**src/rtl/butterfly_pkg.sv**
```systemverilog
// Shared definitions for the butterfly serial/parallel blocks:
// the slot index width helper and the ping-pong bank state encoding.
package butterfly_pkg;

  typedef enum logic {
    EMPTY = 1'b0,
    FULL  = 1'b1
  } bank_state_t;

  function automatic int idx_width(input int num_input);
    return $clog2(num_input);
  endfunction

endpackage

```
**src/rtl/butterfly_s2p_if.sv**
```systemverilog
// Handshake bundle between the butterfly serializer output and the S2P collector.
// The master side feeds words and consumes vectors; the slave side is the collector.
interface butterfly_s2p_if #(
  parameter int data_width = 16,
  parameter int num_input  = 8
);
  import butterfly_pkg::*;

  localparam int IW = idx_width(num_input);

  logic                            clear;
  logic [data_width-1:0]           up_dat;
  logic                            up_vld;
  logic                            up_rdy;
  logic [num_input*data_width-1:0] dn_dat;
  logic                            dn_vld;
  logic                            dn_rdy;
  logic [IW-1:0]                   grp_cnt;

  modport master (
    output clear, up_dat, up_vld, dn_rdy,
    input  up_rdy, dn_dat, dn_vld, grp_cnt
  );

  modport slave (
    input  clear, up_dat, up_vld, dn_rdy,
    output up_rdy, dn_dat, dn_vld, grp_cnt
  );

endinterface

```
**src/rtl/butterfly_s2p_bank.sv**
```systemverilog
// One ping-pong bank: a slot-addressed word array plus an EMPTY/FULL flag.
// clear only resets the flag; the stored words are left as they are.
module butterfly_s2p_bank
  import butterfly_pkg::*;
#(
  parameter int  data_width = 16,
  parameter int  num_input  = 8,
  localparam int IW         = idx_width(num_input)
) (
  input  logic                            clk,
  input  logic                            rst_n,
  input  logic                            clear,
  input  logic                            wr_en,
  input  logic [IW-1:0]                   wr_slot,
  input  logic [data_width-1:0]           wr_dat,
  input  logic                            set_full,
  input  logic                            release_full,
  output logic                            full,
  output logic [num_input*data_width-1:0] data
);

  logic [data_width-1:0] mem [num_input];
  bank_state_t           state;

  always_ff @(posedge clk or negedge rst_n) begin
    if (!rst_n) begin
      for (int s = 0; s < num_input; s++) begin
        mem[s] <= '0;
      end
    end else if (wr_en) begin
      mem[wr_slot] <= wr_dat;
    end
  end

  // set and release never target the same bank in one cycle: a bank is
  // only completed while EMPTY and only released while FULL
  always_ff @(posedge clk or negedge rst_n) begin
    if (!rst_n) begin
      state <= EMPTY;
    end else if (clear) begin
      state <= EMPTY;
    end else if (set_full) begin
      state <= FULL;
    end else if (release_full) begin
      state <= EMPTY;
    end
  end

  assign full = (state == FULL);

  for (genvar s = 0; s < num_input; s++) begin : g_flat
    assign data[s*data_width +: data_width] = mem[s];
  end

endmodule

```
**src/rtl/butterfly_s2p.sv**
```systemverilog
// Serial-to-parallel collector with two ping-pong banks behind the butterfly serializer.
// Define BUTTERFLY_S2P_PERMUTE_EN to rotate the write slot by grp_cnt each group.
module butterfly_s2p
  import butterfly_pkg::*;
#(
  parameter int data_width = 16,
  parameter int num_input  = 8
) (
  input  logic            clk,
  input  logic            rst_n,
  butterfly_s2p_if.slave  bus
);

  localparam int             IW        = idx_width(num_input);
  localparam logic [IW-1:0]  LAST_SLOT = IW'(num_input - 1);

  logic [IW-1:0]                   wr_cnt;
  logic [IW-1:0]                   grp_cnt;
  logic [IW-1:0]                   slot;
  logic                            fill_ptr;
  logic                            drain_ptr;
  logic [1:0]                      bank_full;
  logic [num_input*data_width-1:0] bank_data [2];
  logic                            up_rdy;
  logic                            dn_vld;
  logic                            accept;
  logic                            last_word;
  logic                            release_vec;

  assign up_rdy      = !bus.clear && !bank_full[fill_ptr];
  assign accept      = bus.up_vld && up_rdy;
  assign last_word   = accept && (wr_cnt == LAST_SLOT);
  assign dn_vld      = bank_full[drain_ptr];
  assign release_vec = dn_vld && bus.dn_rdy;

  // Rotation undoes the per-group rotated readout of the upstream serializer
`ifdef BUTTERFLY_S2P_PERMUTE_EN
  assign slot = wr_cnt + grp_cnt;
`else
  assign slot = wr_cnt;
`endif

  for (genvar b = 0; b < 2; b++) begin : g_bank
    butterfly_s2p_bank #(
      .data_width (data_width),
      .num_input  (num_input)
    ) u_bank (
      .clk          (clk),
      .rst_n        (rst_n),
      .clear        (bus.clear),
      .wr_en        (accept && (fill_ptr == 1'(b))),
      .wr_slot      (slot),
      .wr_dat       (bus.up_dat),
      .set_full     (last_word && (fill_ptr == 1'(b))),
      .release_full (release_vec && (drain_ptr == 1'(b))),
      .full         (bank_full[b]),
      .data         (bank_data[b])
    );
  end

  always_ff @(posedge clk or negedge rst_n) begin
    if (!rst_n) begin
      wr_cnt    <= '0;
      grp_cnt   <= '0;
      fill_ptr  <= 1'b0;
      drain_ptr <= 1'b0;
    end else if (bus.clear) begin
      wr_cnt    <= '0;
      grp_cnt   <= '0;
      fill_ptr  <= 1'b0;
      drain_ptr <= 1'b0;
    end else begin
      if (accept) begin
        wr_cnt <= wr_cnt + IW'(1);
      end
      if (last_word) begin
        fill_ptr <= !fill_ptr;
        grp_cnt  <= grp_cnt + IW'(1);
      end
      if (release_vec) begin
        drain_ptr <= !drain_ptr;
      end
    end
  end

  // The drain pointer and bank contents are all registers, so the output port stays glitch-free
  assign bus.up_rdy  = up_rdy;
  assign bus.dn_vld  = dn_vld;
  assign bus.dn_dat  = bank_data[drain_ptr];
  assign bus.grp_cnt = grp_cnt;

endmodule

```
**src/flat_wrapper.sv**
```systemverilog
// flat-port wrapper written by rule: the top's interface ports become plain ports
module butterfly_s2p_flat import butterfly_pkg::*;
#(
  parameter int data_width = 16,
  parameter int num_input  = 8
)
  (clk, rst_n, bus_clear, bus_up_dat, bus_up_vld, bus_dn_rdy, bus_up_rdy, bus_dn_dat, bus_dn_vld, bus_grp_cnt);
  butterfly_s2p_if #(.data_width(data_width), .num_input(num_input)) bus_i ();
  input  logic clk;
  input  logic rst_n;
  input wire logic [$bits(bus_i.clear)-1:0] bus_clear;
  input wire logic [$bits(bus_i.up_dat)-1:0] bus_up_dat;
  input wire logic [$bits(bus_i.up_vld)-1:0] bus_up_vld;
  input wire logic [$bits(bus_i.dn_rdy)-1:0] bus_dn_rdy;
  output wire logic [$bits(bus_i.up_rdy)-1:0] bus_up_rdy;
  output wire logic [$bits(bus_i.dn_dat)-1:0] bus_dn_dat;
  output wire logic [$bits(bus_i.dn_vld)-1:0] bus_dn_vld;
  output wire logic [$bits(bus_i.grp_cnt)-1:0] bus_grp_cnt;
  assign bus_i.clear = bus_clear;
  assign bus_i.up_dat = bus_up_dat;
  assign bus_i.up_vld = bus_up_vld;
  assign bus_i.dn_rdy = bus_dn_rdy;
  assign bus_up_rdy = bus_i.up_rdy;
  assign bus_dn_dat = bus_i.dn_dat;
  assign bus_dn_vld = bus_i.dn_vld;
  assign bus_grp_cnt = bus_i.grp_cnt;
  butterfly_s2p #(.data_width(data_width), .num_input(num_input)) u_core (.clk(clk), .rst_n(rst_n), .bus(bus_i));
endmodule
```
**config.mk**
```make
export PLATFORM = sky130hd
export DESIGN_NAME = butterfly_s2p_flat
export DESIGN_NICKNAME = d
export VERILOG_FILES = /design/src/rtl/butterfly_pkg.sv /design/src/rtl/butterfly_s2p_if.sv /design/src/rtl/butterfly_s2p_bank.sv /design/src/rtl/butterfly_s2p.sv /design/src/flat_wrapper.sv
export SDC_FILE = /design/constraint.sdc
export NUM_CORES = 1
export LEC_CHECK = 0
export CAP_MARGIN = 10
export CORE_MARGIN = 5
export CORE_UTILIZATION = 56
export CTS_CLUSTER_DIAMETER = 200
export CTS_CLUSTER_SIZE = 8
export DETAILED_ROUTE_END_ITERATION = 16
export PLACE_DENSITY = 0.93
export SYNTH_ARGS = -nofsm -noshare
export SYNTH_HDL_FRONTEND = slang
export SYNTH_SLANG_ARGS = --single-unit
```
**constraint.sdc**
```tcl
create_clock -name clk -period 1.91 [get_ports clk]
set_input_delay 0.382 -clock clk [delete_from_list [all_inputs] [get_ports clk]]
set_output_delay 0.382 -clock clk [all_outputs]
set_load 0.005 [all_outputs]
```
; ---- After elaboration in Yosys (flattened, before gate mapping)
; Index checks and enable logic that the tools add are counted.
[word_totals]
regBits = 266
inputBits = 21
out_inout_bits = 133
wordCells = 79
[op_classes]
addsub = 2
magnitude_cmp = 5
n_eq_ne = 1
mux = 25
bitwise = 4
n_reduce_logical = 20
[op_table]
columns = operator, count
row1 = $mux W128, 3
row2 = $bwmux W128, 2
row3 = $demux W16 S3, 1
row4 = $mux W16, 1
row5 = $mux W1, 14
row6 = $mux W3, 4
row7 = $logic_and A1 B1 Y1, 11
row8 = $add A3 B1 Y3 const B, 2
row9 = $reduce_bool A2 Y1, 3
row10 = $reduce_bool A3 Y1, 2
row11 = $ge A4 B4 Y1 const B, 1
row12 = $logic_not A1 Y1, 4
row13 = $lt A1 B2 Y1 const B, 2
row14 = $lt A4 B1 Y1 const B, 1
row15 = $not A3 Y4, 1
row16 = $eq A3 B3 Y1 const B, 1
row17 = $ge A2 B2 Y1 const B, 1
row18 = $not A1 Y1, 2
row19 = $not A1 Y2, 1

; ---- Longest topological paths before layout
[logic_depth]
word_depth = 9
depth_mapped = 6
depth_no_buf = 5

; ---- Modules after synthesis
; From an unflattened synthesis, not the netlist that was laid out.
[unflattened]
cells_unflattened = 758
area_unflattened_um2 = 11908.9
[by_module_without_submodules]
columns = mod, instances, cells_per_inst, area_per_inst_um2, seq_area_each_um2
row1 = butterfly_s2p_bank, 2, 283, 4954.8, 3228.1
row2 = butterfly_s2p, 1, 192, 1999.4, 200.2

; ---- Worst setup path after synthesis
; Ideal clock, no wire load.
[synth_path]
path_type = register -> output
startpoint = reg u_core.drain_ptr
endpoint = out bus_dn_dat[36]
t_arrival_ps = 1349
path_slack_ps = 179
stages_incl_launch_ff = 5
path_buffers = 3
cell_sequence = dfrtp_1 clkbuf_1 clkbuf_1 buf_2 mux2_2
[synth_via]
elab_chain_cells = 4
[synth_rtl]
columns = element, line
row1 = from (decl), butterfly_s2p.sv:21  ; logic drain_ptr;
row2 = from (signal assigned), butterfly_s2p.sv:81  ; drain_ptr <= !drain_ptr;
row3 = $not A1 Y2 (implied by the code), butterfly_s2p.sv:89  ; assign bus.dn_dat = bank_data[drain_ptr];
row4 = $mux W128 (implied by the code) (3 in a row), butterfly_s2p.sv:89
row5 = to (decl), flat_wrapper.sv:16  ; output wire logic [$bits(bus_i.dn_dat)-1:0] bus_dn_dat;
; No other way between the ends. The select of a mux whose other input is x is not followed.

; ---- Worst setup path in the final report
[layout_path]
startpoint = reg u_core.drain_ptr
endpoint = out bus_dn_dat[49]
; Same word-level chain as after synthesis.

==> impl_metrics.py <==
metrics = {
    "setup_path": {
        "endpoint": "bus_dn_dat[49]",
        "critical_path_arrival_ns": 2.10,
        "cp_top_family": "buffers and inverters",
        "path_max_fanout": 9,
        "worst_ep_required_time_ns": 1.53,
        "crit_type": "register to output pin",
        "r2r_setup_slack_ns": 0.03,
        "r2r_cells": 4,
        "cp_cell_sequence": "buf_12 -> buf_6 -> mux2_2 -> clkdlybuf4s50_1",
        "path_buf_inv": 3,
        "endpoint_kind": "output pin",
        "cp-startpoint": "u_core.drain_ptr",
        "path_depth": 4,
        "rr_endpoint": "u_core.g_bank[1].u_bank.data[9]",
        "start_kind": "register",
        "worstReg2RegStart": "u_core.g_bank[1].u_bank.full",
        "slowest_stage": "dfrtp_4",
        "critical_path.max_stage_delay_ns": 0.48,
    },
    "timing": {
        "rsz0062_at_grt": "true",
        "whs_ns": 0.405,
        "slew_viol_final": 0,
        "tightest_slew_ns": 0.666,
        "skew_ns": 0.0116,
        "hold_viol": 0,
        "fmax_mhz": 403,
        "setup_violations": 129,
        "worst_slack_ns": -0.569,
        "fin_tns_setup_ns": -43.58,
        "min_period_ns": 2.48,
        "relSlewSlack_pct": 55.4,
        "fin_crit_sh_pct": 130,
    },
    "global_route": {
        "overflow": 0,
        "grt_pass1_vias": 8074,
        "grt_use_total_pct": 23.7,
        "grt_max_degree": 70,
        "grt_pass1_wl_um": 45500,
        "antenna_found_initial": 1,
    },
    "synthesis": {
        "synthFlopType": "dfrtp_1",
        "async_flop_share_pct": 100,
        "synth_warnings": 0,
        "syn_inst": 772,
        "synth-edff-count": 0,
        "synth_top_area_cell": "dfrtp_1",
        "synth_cell_types": 35,
        "syn-num-nets": 796,
        "synthesis.area_um2": 12100,
        "yosysTopAreaCellShare_pct": 55.0,
        "yosysMostFrequentCell": "mux2_2",
        "synthTopCellsByCount": "341 x mux2_2, 266 x dfrtp_1, 40 x mux2_4",
        "ys_seq_area_share_pct": 55.0,
        "synth.area.top_cells": "dfrtp_1 55%, mux2_2 32%, mux2_4 5.0%, buf_6 1.1%, clkbuf_1 0.71%",
        "avgSynthCellArea_um2": 15.7,
        "synth-seq-cells": 266,
    },
    "die": {
        "coreArea_um2": 21200,
        "fp-row-count": 53,
        "start_util_pct": 57.2,
        "pin_count": 154,
        "die_w_um": 157,
        "die_area_um2": 24700,
        "die_h_um": 157,
    },
    "routing": {
        "routed_via_density": 5.75,
        "drcViolationCount": 0,
        "wl_um": 30700,
        "post_drt_wl_per_cell_um": 23.7,
        "ant_nets": 0,
        "dr.pass1.iters": 4,
        "drt_iter0_markers": 282,
        "vias": 7445,
    },
    "pwr": {
        "vdd_ir_drop_max_mv": 0.798,
        "cellPowerDensity_nw_per_um2": 917,
        "power_mw": 14.7,
        "p_leak_nw": 9.08,
    },
    "job": {
        "cap_viol_max_count": 0,
    },
    "cells_and_area": {
        "seq_area_um2": 6660,
        "multi_input_area_um2": 5160,
        "fillCellCount": 1187,
        "synthToLayoutAreaGrowth_pct": 32.3,
        "final_nets": 1041,
        "drive_above_1_share_pct": 59.7,
        "diodes": 0,
    },
    "cts": {
        "root_buffer": "clkbuf_16",
        "cts_buffer_depth": 3,
        "cts-htree-levels": 2,
        "cts.sink_count": 266,
        "numCtsBuffers": 39,
        "clk_pin_slew_ns": 0.05,
        "clock_latency_ns": 0.50,
        "cts_tree": "built",
    },
    "run_status": {
        "status": "complete, but fails checks",
        "violations": "setup timing",
    },
    "place": {
        "port_buffers": 153,
        "dp_hpwl_um": 18500,
        "place_congestion": 0.791,
    },
    "min_path": {
        "hp-class": "primary input to async pin",
    },
}
worst min path at each step:
stage / startpoint / to / slack [ns] / cells after the start
CTS: rst_n / u_core.drain_ptr / 0.40 / 2
finish: rst_n / u_core.g_bank[0].u_bank.data[30] / 0.41 / 2
global placement: rst_n / u_core.g_bank[1].u_bank.data[30] / 0.30 / 1
detailed placement: rst_n / u_core.g_bank[1].u_bank.data[30] / 0.30 / 1
floorplan: rst_n / u_core.bus.grp_cnt[0] / 0.09 / 0
global route: rst_n / u_core.g_bank[1].u_bank.data[30] / 0.41 / 2
registers in the layout, summed over array words and instances, names as in the netlist:
name and flops:
u_core.fill_ptr 1, u_core.drain_ptr 1, u_core.g_bank.u_bank.data 256, u_core.bus.grp_cnt 3
u_core.slot 3, u_core.g_bank.u_bank.full 2
layout by cell type, fill, tap and decap left out, types with 2 or more instances in the layout:
cell type / n
buf_4: 64
inv_1: 5
nor4_4: 2
buf_8: 3
clkbuf_16: 44
nor2_1: 2
nand2_1: 8
nand2_4: 4
dlymetal6s2s_1: 69
mux2_2: 327
clkdlybuf4s50_1: 25
dlygate4sd2_1: 7
and4bb_2: 2
nand4_4: 2
nand4b_4: 3
mux2_4: 54
and3b_1: 3
a31o_2: 3
nand2_2: 4
mux2_1: 5
buf_2: 2
o21ai_0: 3
buf_6: 15
and3_1: 3
dfrtp_1: 264
ha_1: 3
a21oi_1: 3
buf_16: 4
nand3_1: 2
clkbuf_2: 40
nor4b_4: 2
buf_12: 23
mux2i_1: 2
o311ai_0: 2
stage by stage:
step / cell area [um2] / utilization [%] / setup slack (ns) / instances
final: 16000 / 75.7 / -0.569 / 1294
after global routing: 16000 / 75.7 / -0.615 / 1294
after CTS: 15500 / 73.3 / -0.629 / 1250
after detailed placement: 14300 / 67.7 / -0.253 / 1197
after global placement: 14300 / 67.7 / -0.214 / 1197
after floorplan: 12100 / - / 0.179 / 772
layout make-up:
class / instances / share of cell area, %
Multi-Input combinational cell: 447 / 32.3
Clock inverter: 1 / 0.0547
Clock buffer: 42 / 6.43
Inverter: 5 / 0.117
Sequential cell: 266 / 41.6
Tap cell: 275 / 2.15
Timing Repair Buffer: 258 / 17.4
cell families (layout without fill, tap and decap cells):
kind of cell             after synthesis  in the layout  share of synthesized area, %
buffers and inverters                 59            306                          2.82
AND/OR/NAND/NOR                       44             44                          3.88
AO/OA/AOI/OAI                         12             12                         0.672
flip-flops                           266            266                          55.0
adder cells (fa/ha/maj)                3              3                         0.310
multiplexers                         388            388                          37.3
per-layer routing:
layer	wire (um)	vias up	GRT usage, %	share of wire (%)
met2	15800	217	39.5	51
met4	695	2	6.92	2.3
met3	1610	60	4.48	5.3
li1	-	3261	-	-
met5	13	-	0	0.042
met1	12600	3905	32.0	41
what timing repair did:
action	4_1_cts	5_1_grt
cloned	3	5
setup endpoints to repair	130	130
hold buffers	1	0
resized for setup	62	192
endpoints found under the hold margin	40	0
setup buffers	6	39
power breakdown:
part / switching (mW) / internal (mW) / total [mW] / leakage, nW
registers: 0.281 / 6.12 / 6.40 / 3.59
clock network: 2.27 / 3.75 / 6.02 / 0.511
logic: 0.894 / 1.37 / 2.26 / 4.97
total: 3.45 / 11.2 / 14.7 / 9.08
Note: power is estimated with default switching activity, not from simulation.
